File: config.mk
export PLATFORM = sky130hd
export DESIGN_NAME = cache_line_refill_engine_flat
export DESIGN_NICKNAME = d
export VERILOG_FILES = /design/src/rtl/cache_line_refill_engine_if.sv /design/src/rtl/cache_line_refill_engine.sv /design/src/flat_wrapper.sv
export SDC_FILE = /design/constraint.sdc
export NUM_CORES = 1
export LEC_CHECK = 0
export CORE_AREA = 2 2 257 259
export CTS_CLUSTER_SIZE = 14
export DETAILED_ROUTE_END_ITERATION = 12
export DIE_AREA = 0 0 259 261
export HOLD_SLACK_MARGIN = 0.1
export PLACE_DENSITY = 0.43
export SLEW_MARGIN = 15
export SYNTH_ARGS = -nofsm -noshare
export SYNTH_HDL_FRONTEND = slang
export SYNTH_SLANG_ARGS = --single-unit
File: constraint.sdc
create_clock -name clk -period 3.4 [get_ports clk]
set_clock_uncertainty 0.1 [all_clocks]
set_input_delay 0.85 -clock clk [delete_from_list [all_inputs] [get_ports clk]]
set_output_delay 0.85 -clock clk [all_outputs]
set_load 0.02 [all_outputs]
File: src/rtl/cache_line_refill_engine_if.sv
// Bundle of cache-side, line-buffer and ddr_controller burst signals for the refill engine.
// The master modport is the engine's view; slave is the cache/controller side.
interface cache_line_refill_engine_if #(
  parameter int DDR_DATA_WIDTH = 128,
  parameter int DDR_ADDR_WIDTH = 28,
  parameter int BEAT_W         = 3
);
  logic                      ddr_ready;
  logic                      miss_req;
  logic [DDR_ADDR_WIDTH-1:0] miss_addr;
  logic                      wb_dirty;
  logic [DDR_ADDR_WIDTH-1:0] wb_addr;
  logic                      miss_ack;
  logic                      busy;
  logic                      done;
  logic                      err;

  logic                      lb_rd_en;
  logic [BEAT_W-1:0]         lb_rd_idx;
  logic [DDR_DATA_WIDTH-1:0] lb_rd_data;
  logic                      lb_wr_en;
  logic [BEAT_W-1:0]         lb_wr_idx;
  logic [DDR_DATA_WIDTH-1:0] lb_wr_data;

  logic                      rd_burst_req;
  logic [9:0]                rd_burst_len;
  logic [DDR_ADDR_WIDTH-1:0] rd_burst_addr;
  logic                      rd_burst_data_valid;
  logic [DDR_DATA_WIDTH-1:0] rd_burst_data;
  logic                      rd_burst_finish;

  logic                      wr_burst_req;
  logic [9:0]                wr_burst_len;
  logic [DDR_ADDR_WIDTH-1:0] wr_burst_addr;
  logic                      wr_burst_data_req;
  logic [DDR_DATA_WIDTH-1:0] wr_burst_data;
  logic                      wr_burst_finish;

  modport master (
    input  ddr_ready, miss_req, miss_addr, wb_dirty, wb_addr,
    output miss_ack, busy, done, err,
    output lb_rd_en, lb_rd_idx,
    input  lb_rd_data,
    output lb_wr_en, lb_wr_idx, lb_wr_data,
    output rd_burst_req, rd_burst_len, rd_burst_addr,
    input  rd_burst_data_valid, rd_burst_data, rd_burst_finish,
    output wr_burst_req, wr_burst_len, wr_burst_addr,
    input  wr_burst_data_req, wr_burst_finish,
    output wr_burst_data
  );

  modport slave (
    output ddr_ready, miss_req, miss_addr, wb_dirty, wb_addr,
    input  miss_ack, busy, done, err,
    input  lb_rd_en, lb_rd_idx,
    output lb_rd_data,
    input  lb_wr_en, lb_wr_idx, lb_wr_data,
    input  rd_burst_req, rd_burst_len, rd_burst_addr,
    output rd_burst_data_valid, rd_burst_data, rd_burst_finish,
    input  wr_burst_req, wr_burst_len, wr_burst_addr,
    output wr_burst_data_req, wr_burst_finish,
    input  wr_burst_data
  );
endinterface

File: src/rtl/cache_line_refill_engine.sv
// Miss/writeback sequencer: optional victim write burst from the line buffer,
// then a read burst refilling the line buffer, one request at a time.
module cache_line_refill_engine #(
  parameter int DDR_DATA_WIDTH = 128,
  parameter int DDR_ADDR_WIDTH = 28,
  parameter int BEAT_W         = 3
) (
  input logic                       clk,
  input logic                       rst_n,
  cache_line_refill_engine_if.master bus
);
  localparam int BURST_LEN = 1 << BEAT_W;
  localparam int CNT_W     = BEAT_W + 1;
  localparam int LOW_W     = BEAT_W + 3;
  localparam logic [CNT_W-1:0] CNT_ONE  = {{BEAT_W{1'b0}}, 1'b1};
  localparam logic [CNT_W-1:0] CNT_LAST = CNT_W'(BURST_LEN - 1);
  localparam logic [CNT_W-1:0] CNT_FULL = CNT_W'(BURST_LEN);
  // Line-aligned addresses: the controller advances by 8 per beat itself.
  localparam logic [DDR_ADDR_WIDTH-1:0] ADDR_MASK =
    ~((DDR_ADDR_WIDTH'(1) << LOW_W) - DDR_ADDR_WIDTH'(1));

  typedef enum logic [2:0] {
    S_IDLE    = 3'd0,
    S_WB_REQ  = 3'd1,
    S_WB_DATA = 3'd2,
    S_WB_WAIT = 3'd3,
    S_RF_REQ  = 3'd4,
    S_RF_DATA = 3'd5,
    S_DONE    = 3'd6
  } state_e;

  state_e                    state_q, state_d;
  logic [CNT_W-1:0]          cnt_q, cnt_d;
  logic [DDR_ADDR_WIDTH-1:0] miss_addr_q, miss_addr_d;
  logic [DDR_ADDR_WIDTH-1:0] wb_addr_q, wb_addr_d;
  logic                      err_q, err_d;
  logic                      ack_q, ack_d;
  logic                      rd_vld_q, rd_vld_d;
  logic                      lb_rd_en_s;
  logic                      lb_wr_en_s;
  logic                      wb_phase_s;
  logic                      rf_phase_s;

  assign wb_phase_s = (state_q == S_WB_REQ) || (state_q == S_WB_DATA);
  assign rf_phase_s = (state_q == S_RF_REQ) || (state_q == S_RF_DATA);

  // State, beat counter, latched addresses and flags.
  always_ff @(posedge clk or negedge rst_n) begin
    if (!rst_n) begin
      state_q     <= S_IDLE;
      cnt_q       <= {CNT_W{1'b0}};
      miss_addr_q <= {DDR_ADDR_WIDTH{1'b0}};
      wb_addr_q   <= {DDR_ADDR_WIDTH{1'b0}};
      err_q       <= 1'b0;
      ack_q       <= 1'b0;
      rd_vld_q    <= 1'b0;
    end else begin
      state_q     <= state_d;
      cnt_q       <= cnt_d;
      miss_addr_q <= miss_addr_d;
      wb_addr_q   <= wb_addr_d;
      err_q       <= err_d;
      ack_q       <= ack_d;
      rd_vld_q    <= rd_vld_d;
    end
  end

  // Next-state, beat accounting and line-buffer strobes.
  always_comb begin
    state_d     = state_q;
    cnt_d       = cnt_q;
    miss_addr_d = miss_addr_q;
    wb_addr_d   = wb_addr_q;
    err_d       = err_q;
    ack_d       = 1'b0;
    lb_rd_en_s  = 1'b0;
    lb_wr_en_s  = 1'b0;

    case (state_q)
      S_IDLE: begin
        if (bus.miss_req && bus.ddr_ready) begin
          miss_addr_d = bus.miss_addr & ADDR_MASK;
          wb_addr_d   = bus.wb_addr & ADDR_MASK;
          ack_d       = 1'b1;
          err_d       = 1'b0;
          cnt_d       = {CNT_W{1'b0}};
          state_d     = bus.wb_dirty ? S_WB_REQ : S_RF_REQ;
        end else begin
          state_d = S_IDLE;
        end
      end

      S_WB_REQ, S_WB_DATA: begin
        if (bus.wr_burst_data_req) begin
          lb_rd_en_s = 1'b1;
          cnt_d      = cnt_q + CNT_ONE;
        end else begin
          cnt_d = cnt_q;
        end
        // A finish that arrives with the last beat is a clean completion.
        if (bus.wr_burst_finish) begin
          if (!(bus.wr_burst_data_req && (cnt_q == CNT_LAST))) begin
            err_d = 1'b1;
          end else begin
            err_d = err_q;
          end
          cnt_d   = {CNT_W{1'b0}};
          state_d = S_RF_REQ;
        end else if (bus.wr_burst_data_req) begin
          state_d = (cnt_q == CNT_LAST) ? S_WB_WAIT : S_WB_DATA;
        end else begin
          state_d = state_q;
        end
      end

      S_WB_WAIT: begin
        if (bus.wr_burst_finish) begin
          cnt_d   = {CNT_W{1'b0}};
          state_d = S_RF_REQ;
        end else if (bus.wr_burst_data_req) begin
          err_d = 1'b1;
        end else begin
          state_d = S_WB_WAIT;
        end
      end

      S_RF_REQ, S_RF_DATA: begin
        if (bus.rd_burst_data_valid) begin
          if (cnt_q < CNT_FULL) begin
            lb_wr_en_s = 1'b1;
            cnt_d      = cnt_q + CNT_ONE;
          end else begin
            err_d = 1'b1;
          end
        end else begin
          cnt_d = cnt_q;
        end
        if (bus.rd_burst_finish) begin
          if (cnt_d < CNT_FULL) begin
            err_d = 1'b1;
          end else begin
            err_d = err_d | 1'b0;
          end
          state_d = S_DONE;
        end else if (bus.rd_burst_data_valid) begin
          state_d = S_RF_DATA;
        end else begin
          state_d = state_q;
        end
      end

      S_DONE: begin
        state_d = S_IDLE;
      end

      default: begin
        state_d = S_IDLE;
      end
    endcase

    rd_vld_d = lb_rd_en_s;
  end

  assign bus.miss_ack      = ack_q;
  assign bus.busy          = (state_q != S_IDLE);
  assign bus.done          = (state_q == S_DONE);
  assign bus.err           = err_q;

  assign bus.wr_burst_req  = (state_q == S_WB_REQ);
  assign bus.wr_burst_len  = 10'(BURST_LEN);
  assign bus.wr_burst_addr = wb_addr_q;
  // Buffer data lands one cycle after the read, lined up with the controller's write enable.
  assign bus.wr_burst_data = rd_vld_q ? bus.lb_rd_data : {DDR_DATA_WIDTH{1'b0}};
  assign bus.lb_rd_en      = lb_rd_en_s;
  assign bus.lb_rd_idx     = wb_phase_s ? cnt_q[BEAT_W-1:0] : {BEAT_W{1'b0}};

  assign bus.rd_burst_req  = (state_q == S_RF_REQ);
  assign bus.rd_burst_len  = 10'(BURST_LEN);
  assign bus.rd_burst_addr = miss_addr_q;
  assign bus.lb_wr_en      = lb_wr_en_s;
  assign bus.lb_wr_idx     = rf_phase_s ? cnt_q[BEAT_W-1:0] : {BEAT_W{1'b0}};
  assign bus.lb_wr_data    = rf_phase_s ? bus.rd_burst_data : {DDR_DATA_WIDTH{1'b0}};
endmodule

File: src/flat_wrapper.sv
// flat-port wrapper written by rule: the top's interface ports become plain ports
module cache_line_refill_engine_flat 
#(
  parameter int DDR_DATA_WIDTH = 128,
  parameter int DDR_ADDR_WIDTH = 28,
  parameter int BEAT_W         = 3
)
  (clk, rst_n, bus_ddr_ready, bus_miss_req, bus_miss_addr, bus_wb_dirty, bus_wb_addr, bus_miss_ack, bus_busy, bus_done, bus_err, bus_lb_rd_en, bus_lb_rd_idx, bus_lb_rd_data, bus_lb_wr_en, bus_lb_wr_idx, bus_lb_wr_data, bus_rd_burst_req, bus_rd_burst_len, bus_rd_burst_addr, bus_rd_burst_data_valid, bus_rd_burst_data, bus_rd_burst_finish, bus_wr_burst_req, bus_wr_burst_len, bus_wr_burst_addr, bus_wr_burst_data_req, bus_wr_burst_finish, bus_wr_burst_data);
  cache_line_refill_engine_if #(.DDR_DATA_WIDTH(DDR_DATA_WIDTH), .DDR_ADDR_WIDTH(DDR_ADDR_WIDTH), .BEAT_W(BEAT_W)) bus_i ();
  input logic clk;
  input logic rst_n;
  input wire logic [$bits(bus_i.ddr_ready)-1:0] bus_ddr_ready;
  input wire logic [$bits(bus_i.miss_req)-1:0] bus_miss_req;
  input wire logic [$bits(bus_i.miss_addr)-1:0] bus_miss_addr;
  input wire logic [$bits(bus_i.wb_dirty)-1:0] bus_wb_dirty;
  input wire logic [$bits(bus_i.wb_addr)-1:0] bus_wb_addr;
  output wire logic [$bits(bus_i.miss_ack)-1:0] bus_miss_ack;
  output wire logic [$bits(bus_i.busy)-1:0] bus_busy;
  output wire logic [$bits(bus_i.done)-1:0] bus_done;
  output wire logic [$bits(bus_i.err)-1:0] bus_err;
  output wire logic [$bits(bus_i.lb_rd_en)-1:0] bus_lb_rd_en;
  output wire logic [$bits(bus_i.lb_rd_idx)-1:0] bus_lb_rd_idx;
  input wire logic [$bits(bus_i.lb_rd_data)-1:0] bus_lb_rd_data;
  output wire logic [$bits(bus_i.lb_wr_en)-1:0] bus_lb_wr_en;
  output wire logic [$bits(bus_i.lb_wr_idx)-1:0] bus_lb_wr_idx;
  output wire logic [$bits(bus_i.lb_wr_data)-1:0] bus_lb_wr_data;
  output wire logic [$bits(bus_i.rd_burst_req)-1:0] bus_rd_burst_req;
  output wire logic [$bits(bus_i.rd_burst_len)-1:0] bus_rd_burst_len;
  output wire logic [$bits(bus_i.rd_burst_addr)-1:0] bus_rd_burst_addr;
  input wire logic [$bits(bus_i.rd_burst_data_valid)-1:0] bus_rd_burst_data_valid;
  input wire logic [$bits(bus_i.rd_burst_data)-1:0] bus_rd_burst_data;
  input wire logic [$bits(bus_i.rd_burst_finish)-1:0] bus_rd_burst_finish;
  output wire logic [$bits(bus_i.wr_burst_req)-1:0] bus_wr_burst_req;
  output wire logic [$bits(bus_i.wr_burst_len)-1:0] bus_wr_burst_len;
  output wire logic [$bits(bus_i.wr_burst_addr)-1:0] bus_wr_burst_addr;
  input wire logic [$bits(bus_i.wr_burst_data_req)-1:0] bus_wr_burst_data_req;
  input wire logic [$bits(bus_i.wr_burst_finish)-1:0] bus_wr_burst_finish;
  output wire logic [$bits(bus_i.wr_burst_data)-1:0] bus_wr_burst_data;
  assign bus_i.ddr_ready = bus_ddr_ready;
  assign bus_i.miss_req = bus_miss_req;
  assign bus_i.miss_addr = bus_miss_addr;
  assign bus_i.wb_dirty = bus_wb_dirty;
  assign bus_i.wb_addr = bus_wb_addr;
  assign bus_miss_ack = bus_i.miss_ack;
  assign bus_busy = bus_i.busy;
  assign bus_done = bus_i.done;
  assign bus_err = bus_i.err;
  assign bus_lb_rd_en = bus_i.lb_rd_en;
  assign bus_lb_rd_idx = bus_i.lb_rd_idx;
  assign bus_i.lb_rd_data = bus_lb_rd_data;
  assign bus_lb_wr_en = bus_i.lb_wr_en;
  assign bus_lb_wr_idx = bus_i.lb_wr_idx;
  assign bus_lb_wr_data = bus_i.lb_wr_data;
  assign bus_rd_burst_req = bus_i.rd_burst_req;
  assign bus_rd_burst_len = bus_i.rd_burst_len;
  assign bus_rd_burst_addr = bus_i.rd_burst_addr;
  assign bus_i.rd_burst_data_valid = bus_rd_burst_data_valid;
  assign bus_i.rd_burst_data = bus_rd_burst_data;
  assign bus_i.rd_burst_finish = bus_rd_burst_finish;
  assign bus_wr_burst_req = bus_i.wr_burst_req;
  assign bus_wr_burst_len = bus_i.wr_burst_len;
  assign bus_wr_burst_addr = bus_i.wr_burst_addr;
  assign bus_i.wr_burst_data_req = bus_wr_burst_data_req;
  assign bus_i.wr_burst_finish = bus_wr_burst_finish;
  assign bus_wr_burst_data = bus_i.wr_burst_data;
  cache_line_refill_engine #(.DDR_DATA_WIDTH(DDR_DATA_WIDTH), .DDR_ADDR_WIDTH(DDR_ADDR_WIDTH), .BEAT_W(BEAT_W)) u_core (.clk(clk), .rst_n(rst_n), .bus(bus_i));
endmodule
==> results of run 1 <==
==> critical path, cell delays in order <==
cell	delay, ns
clkdlybuf4s50_1	0.62
and2_1	0.23
clkdlybuf4s50_1	0.62
==> final cells by class <==
class	count	area, um^2
fillers	7285	53350
repair buffers	635	6341
multi-input cells	411	2714
flip-flops and latches	54	1353
well taps	864	1081
clock buffers	6	138.9
clock inverters	1	30.03
inverters	6	22.52
diodes	2	5.005
==> sequential cells by signal (all words and copies together), names as in the netlist <==
register and flops:
u_core.bus.rd_burst_addr 22, u_core.bus.wr_burst_addr 22, u_core.cnt_q 4, u_core.state_q 3, u_core.bus.err 1, u_core.bus.miss_ack 1
u_core.rd_vld_q 1
==> placed cells by master, fill, tap and decap left out, types with 2 or more instances in the layout <==
master and n:
buf_12 16, o21ai_1 2, conb_1 32, dfrtp_1 53, ha_1 2, diode_2 2
nand2_1 8, o22ai_1 2, inv_1 5, o21ai_0 7, a21oi_1 3, clkbuf_16 5
a31oi_1 2, o32ai_1 2, mux2_1 2, nand3_1 3, xnor2_1 2, nand2b_1 3
nor2_1 11, and3_1 2, a22o_1 2, nor3b_1 2, mux2_2 43, and2_1 261
clkdlybuf4s50_1 550, nor3_1 3, buf_4 68
==> per-layer routing <==
metal,vias up,GRT usage (%)
met2,385,18.59
met3,25,11.57
met1,2667,12.19
met5,-,0
met4,4,2.280
li1,2741,-
==> final timing paths <==
| path | end | slack [ns] | depth (start not counted) |
|---|---|---|---|
| min in group asynchronous | u_core.bus.rd_burst_addr[17]$_DFFE_PN0P_ | 0.62 | 2 |
| setup reg to reg | u_core.bus.rd_burst_addr[26]$_DFFE_PN0P_ | 1.24 | 6 |
| hold reg to reg | u_core.bus.wr_burst_addr[23]$_DFFE_PN0P_ | 0.40 | 1 |
| max in group asynchronous | u_core.rd_vld_q$_DFF_PN0_ | 1.99 | 2 |
| hold / removal | u_core.bus.wr_burst_addr[23]$_DFFE_PN0P_ | 0.40 | 1 |
| setup / recovery | bus_wr_burst_data[24] | 0.13 | 3 |
==> power groups by stage <==
stage / registers [mW] / clock network [mW] / logic (mW)
after floorplan: 1.44 / 0 / 2.53
after global placement: 1.12 / 0 / 6.27
after detailed placement: 1.13 / 0 / 6.24
after CTS: 1.12 / 0.666 / 6.28
after global routing: 1.16 / 0.677 / 6.56
final: 1.11 / 0.627 / 6.14
==> cell families (layout without fill, tap and decap cells) <==
kind of cell / Yosys count / after routing
adders and majority gates: 3 / 3
AOI/OAI and AO/OA: 27 / 27
other: 2 / 34
and+or+nand+nor: 302 / 302
xor gates and xnor gates: 2 / 2
muxes: 45 / 45
buffers and inverters: 76 / 648
DFF: 54 / 54
==> through the flow <==
step                utilization (%)  cells
global placement              17.70   1970
CTS                           17.96   1977
global route                  17.97   1979
floorplan                         -    541
finish                        17.97   1979
detailed placement            17.70   1970
==> flow_summary_export.csv, run 1 <==
group,metric,value,unit
worst_setup_path,crit_start,"bus_lb_rd_data[24]",
sta,hold_slack,0.4009,ns
sta,maxSlewHeadroom,44.97,%
worst_setup_path,arrival,2.32,ns
cts,cts.clk_slew.worst_paths,0.07,ns
synth,synth-xor-area-share,0.4002,%
routing,wl_met3,9.260,mm
finish,nNetsFinal,1436,
cts,post_cts_resized,0,
cts,cts.sinks,54,
grt,grt_remaining_overflow,0,
synth,synth_edf_count,0,
grt,grt_pass1_vias,6116,
power,sw_frac_of_total,46.75,%
placed_design,portBuffers,622,
floorplan,fp.dieW,259,um
sta,period_share,96.08,%
floorplan,rows,94,
synth,netlist_top_cells_area,"and2_1 (37%), dfrtp_1 (31%), mux2_2 (11%)",
routing,drc,0,
synth,synth-compound-area-share,4.031,%
grt,grt_first_pass_wirelength,54.86,mm
synth,synth_common_cells,"and2_1 (261), dfrtp_1 (54), mux2_2 (43), buf_4 (36), clkbuf_1 (29)",
power,power.switching,3.685,mW
power,power,7.883,mW
cts,cts_setup_buffers,0,
sta,tightest_slew,0.8254,ns
floorplan,core,65040,um^2
cts,cts_tree,"yes",
power,p_comb_share,77.9,%
synth,synth_top_family_by_area,"simple AND/OR/NAND/NOR gates",
cts,cts_hold_buffers,0,
sta,finalSetupViolations,0,
power,p_seq_share,14.1,%
cts,cts_root_buf,"clkbuf_16",
synth,synthSimpleGateAreaFrac,42.28,%
power,power.leakage,4.504,nW
floorplan,pin_count,667,
synth,synth_seq_cells,54,
floorplan,start_util,6.729,%
sta,max_freq,306.1,MHz
routing,dr.max_layer_used,"met5",
power,p_int,4.198,mW
worst_setup_path,path_class,"primary input to output pin",
placed_design,place_area,11510,um^2
synth,synth_fa_ha_area_share,0.8005,%
synth,synth_top_area_share,37.31,%
routing,totalWireLength,44.22,mm
synth,syn_avg_cell_area,8.565,um^2
worst_setup_path,crit_path_end_kind,"output pin",
routing,wl_met2,19.05,mm
sta,rsz0062_at_grt,"no",
power,peakVddDrop,0.3648,mV
routing,postRouteAntennaNets,0,
synth,syn_area,4377,um^2
placed_design,hpwl,39.59,mm
min_path,hp-class,"flip-flop to flip-flop",
sta,hold_viol,0,
placed_design,pre_cts_slack,0.1333,ns
cts,clockBufferDepth,2,
cts,cts_buffers,5,
grt,grt_max_degree,103,
routing,drtIter0Drc,122,
synth,ys_types,44,
synth,ys.flop_type,"dfrtp_1",
synth,async_reset_ff_share,100.0,%
power,power_frac_clock,8.0,%
placed_design,routabilityCongestion,0.7899,
routing,routed_via_density,2.942,
outcome,run_status,"completed",
min_path,hold_start,"u_core.bus.wr_burst_addr[23]$_DFFE_PN0P_",
sta,setup-tns-final,0,ns
synth,synth_top_cell_by_area,"and2_1",
routing,firstDrtPassIters,4,
synth,muxShareOfSynthArea,11.58,%
worst_setup_path,cp_max_fo,1,
synth,seq_area_frac_synth,30.87,%
finish,drive_gt1_share,12.67,%
worst_setup_path,start_kind,"primary input",
finish,design_area,11690,um^2
routing,wl_met1,15.11,mm
floorplan,die_h,261,um
cts,htree_levels,2,
routing,vias,5822,
sta,fin_ws,0.1333,ns
floorplan,die_area,67600,um^2
sta,final_max_slew_viol_count,0,
routing,wl_per_cell,22.34,um
grt,antenna_found_initial,6,
worst_setup_path,r2r-start,"u_core.state_q[1]$_DFFE_PN0P_",
synth,synth.most_common_cell,"and2_1",
finish,syn_to_final_growth,167.0,%
grt,grtUsageTotal,12.20,%
worst_setup_path,crit_required,2.45,ns
cts,insertion_delay,0.30,ns
sta,finalCriticalPeriod,3.267,ns
synth,ys_warn_count,0,
power,power_density,674.6,nW/um^2
synth,syn_inst,511,
run,maxCapViolCount,0,
Note: power is estimated with default switching activity, not from simulation.
==> run 2: changes to the inputs <==
--- a/config.mk
+++ b/config.mk
@@ -11,6 +11,7 @@
 export DIE_AREA = 0 0 259 261
 export HOLD_SLACK_MARGIN = 0.1
 export PLACE_DENSITY = 0.43
+export SETUP_SLACK_MARGIN = 0.5
 export SLEW_MARGIN = 15
 export SYNTH_ARGS = -nofsm -noshare
 export SYNTH_HDL_FRONTEND = slang
==> run 2 against run 1 <==
Against the previous run:
- hold slack is essentially flat
- total power shrank 2.8%
- global-route usage grew 0.27 points
- clock power is essentially flat
- maximum frequency grew 13%
- highest routed layer unchanged
- final area shrank 0.80%
- worst setup slack gained 0.38 ns
- non-clock buffer count grew 5
- combinational power shrank 3.6%
- flip-flop and latch count is the same
- register-to-register slack is essentially flat
- sequential power is essentially flat
- largest cell class unchanged
==> flow_summary_export.csv, run 2 (same netlist as run 1, synthesis figures left out) <==
group,metric,value,unit
cts,insertion_delay,0.30,ns
grt,grt_remaining_overflow,0,
grt,use_met3,11.25,%
floorplan,fp.dieW,259,um
routing,totalWireLength,45.07,mm
power,power.leakage,5.295,nW
routing,drc,0,
grt,antenna_found_initial,6,
finish,fin_util,17.82,%
min_path,hold_start,"u_core.bus.wr_burst_addr[23]$_DFFE_PN0P_",
placed_design,place_area,11510,um^2
outcome,run_status,"completed",
grt,grt_util_met2,19.02,%
finish,design_area,11590,um^2
routing,wl_per_cell,22.69,um
power,power.switching,3.738,mW
routing,postRouteAntennaNets,0,
routing,firstDrtPassIters,4,
sta,maxSlewHeadroom,46.02,%
power,peakVddDrop,0.3633,mV
cts,cts_tree,"yes",
cts,cts_root_buf,"clkbuf_16",
worst_setup_path,r2r-start,"u_core.state_q[1]$_DFFE_PN0P_",
grt,grt_max_degree,77,
grt,use_met1,12.80,%
floorplan,rows,94,
sta,period_share,84.76,%
finish,fin_cells,1986,
sta,tightest_slew,0.8096,ns
worst_setup_path,crit_path_end_kind,"output pin",
worst_setup_path,crit_start,"bus_lb_rd_data[4]",
cts,cts.sinks,54,
placed_design,routabilityCongestion,0.7899,
cts,cts.clk_slew.worst_paths,0.07,ns
power,p_comb_share,77.3,%
routing,drtIter0Drc,117,
finish,layout_commonest_cell,"clkdlybuf4s50_1",
power,p_seq_share,14.6,%
grt,grtUsageTotal,12.47,%
sta,hold_viol,0,
cts,htree_levels,2,
floorplan,start_util,6.729,%
worst_setup_path,path_class,"primary input to output pin",
power,power_density,661.2,nW/um^2
cts,cts_buffers,5,
worst_setup_path,crit_path_max_incr_delay,0.58,ns
cts,clockBufferDepth,2,
finish,final_cell_mix,"clkdlybuf4s50_1 (352), and2_1 (259), dlygate4sd2_1 (176)",
grt,busiest_layer,"met2",
placed_design,dp_cells,1970,
finish,drive_gt1_share,14.22,%
worst_setup_path,start_kind,"primary input",
grt,grt_first_pass_wirelength,55.85,mm
routing,vias,5858,
routing,routed_via_density,2.950,
placed_design,hpwl,39.59,mm
floorplan,core,65040,um^2
sta,max_freq,347.0,MHz
power,power_frac_clock,8.2,%
power,p_int,3.927,mW
finish,syn_to_final_growth,164.8,%
grt,grt_pass1_vias,6167,
floorplan,die_h,261,um
cts,cts_hold_buffers,0,
sta,rsz0062_at_grt,"no",
sta,final_max_slew_viol_count,0,
finish,nNetsFinal,1441,
sta,finalSetupViolations,0,
placed_design,portBuffers,622,
worst_setup_path,arrival,1.93,ns
run,maxCapViolCount,0,
worst_setup_path,cp_cell_sequence,"clkdlybuf4s50_1 > and2_1 > dlygate4sd2_1",
power,sw_frac_of_total,48.77,%
sta,finalCriticalPeriod,2.882,ns
sta,setup-tns-final,0,ns
worst_setup_path,crit_slowest_cell,"clkdlybuf4s50_1",
floorplan,die_area,67600,um^2
floorplan,pin_count,667,
worst_setup_path,cp_max_fo,1,
worst_setup_path,crit_required,2.45,ns
min_path,hp-class,"flip-flop to flip-flop",
==> run 2: layout make-up <==
| class | instances | area, um^2 |
|---|---|---|
| clock buffers | 6 | 138.9 |
| multi-input cells | 411 | 2736 |
| diodes | 4 | 10.01 |
| well taps | 864 | 1081 |
| flip-flops and latches | 54 | 1353 |
| repair buffers | 640 | 6220 |
| fillers | 7358 | 53450 |
| inverters | 6 | 22.52 |
| clock inverters | 1 | 30.03 |
==> run 2: final timing paths <==
kind	endpoint	slack, ns	cells after the start
setup / recovery	bus_wr_burst_data[4]	0.52	3
hold / removal	u_core.bus.wr_burst_addr[23]$_DFFE_PN0P_	0.40	1
setup reg to reg	u_core.bus.rd_burst_addr[26]$_DFFE_PN0P_	1.24	6
hold reg to reg	u_core.bus.wr_burst_addr[23]$_DFFE_PN0P_	0.40	1
max in group asynchronous	u_core.rd_vld_q$_DFF_PN0_	2.01	2
min in group asynchronous	u_core.bus.rd_burst_addr[17]$_DFFE_PN0P_	0.61	2
==> run 2: layer usage <==
metal / routed length (um) / share of wire [%] / vias up
li1: - / - / 2757
met1: 15790 / 35 / 2688
met2: 19380 / 43 / 386
met3: 9117 / 20 / 23
met4: 755 / 1.7 / 4
met5: 25 / 0.055 / -
==> run 2: what timing repair did <==
| item | CTS | global route |
|---|---|---|
| setup endpoints to repair | 196 | 18 |
| endpoints found under the hold margin | 0 | 0 |
| cloned | 2 | 0 |
| pin swaps | 0 | 1 |
| gates resized for setup | 210 | 23 |
| buffers inserted | 2 | 1 |
==> run 2: stage by stage <==
step	setup slack (ns)	power (mW)	hold WS (ns)
finish	0.5180	7.665	0.4004
global route	0.5003	8.202	0.4197
CTS	0.3922	7.854	0.4069
detailed placement	0.1333	7.366	0.3876
global placement	0.1325	7.382	0.3793
floorplan	0.9362	3.975	0.4332
==> run 2: critical path, delay by kind of cell <==
family,cells,cell delay (ns)
buffers and inverters,2,0.92
and+or+nand+nor,1,0.16
==> run 2: power groups by stage <==
stage	Clock (mW)	Sequential, mW	Combinational, mW
5_1_grt	0.677	1.16	6.37
3_5_place_dp	0	1.13	6.24
4_1_cts	0.666	1.12	6.07
3_3_place_gp	0	1.12	6.27
2_1_floorplan	0	1.44	2.53
6_report	0.627	1.12	5.92
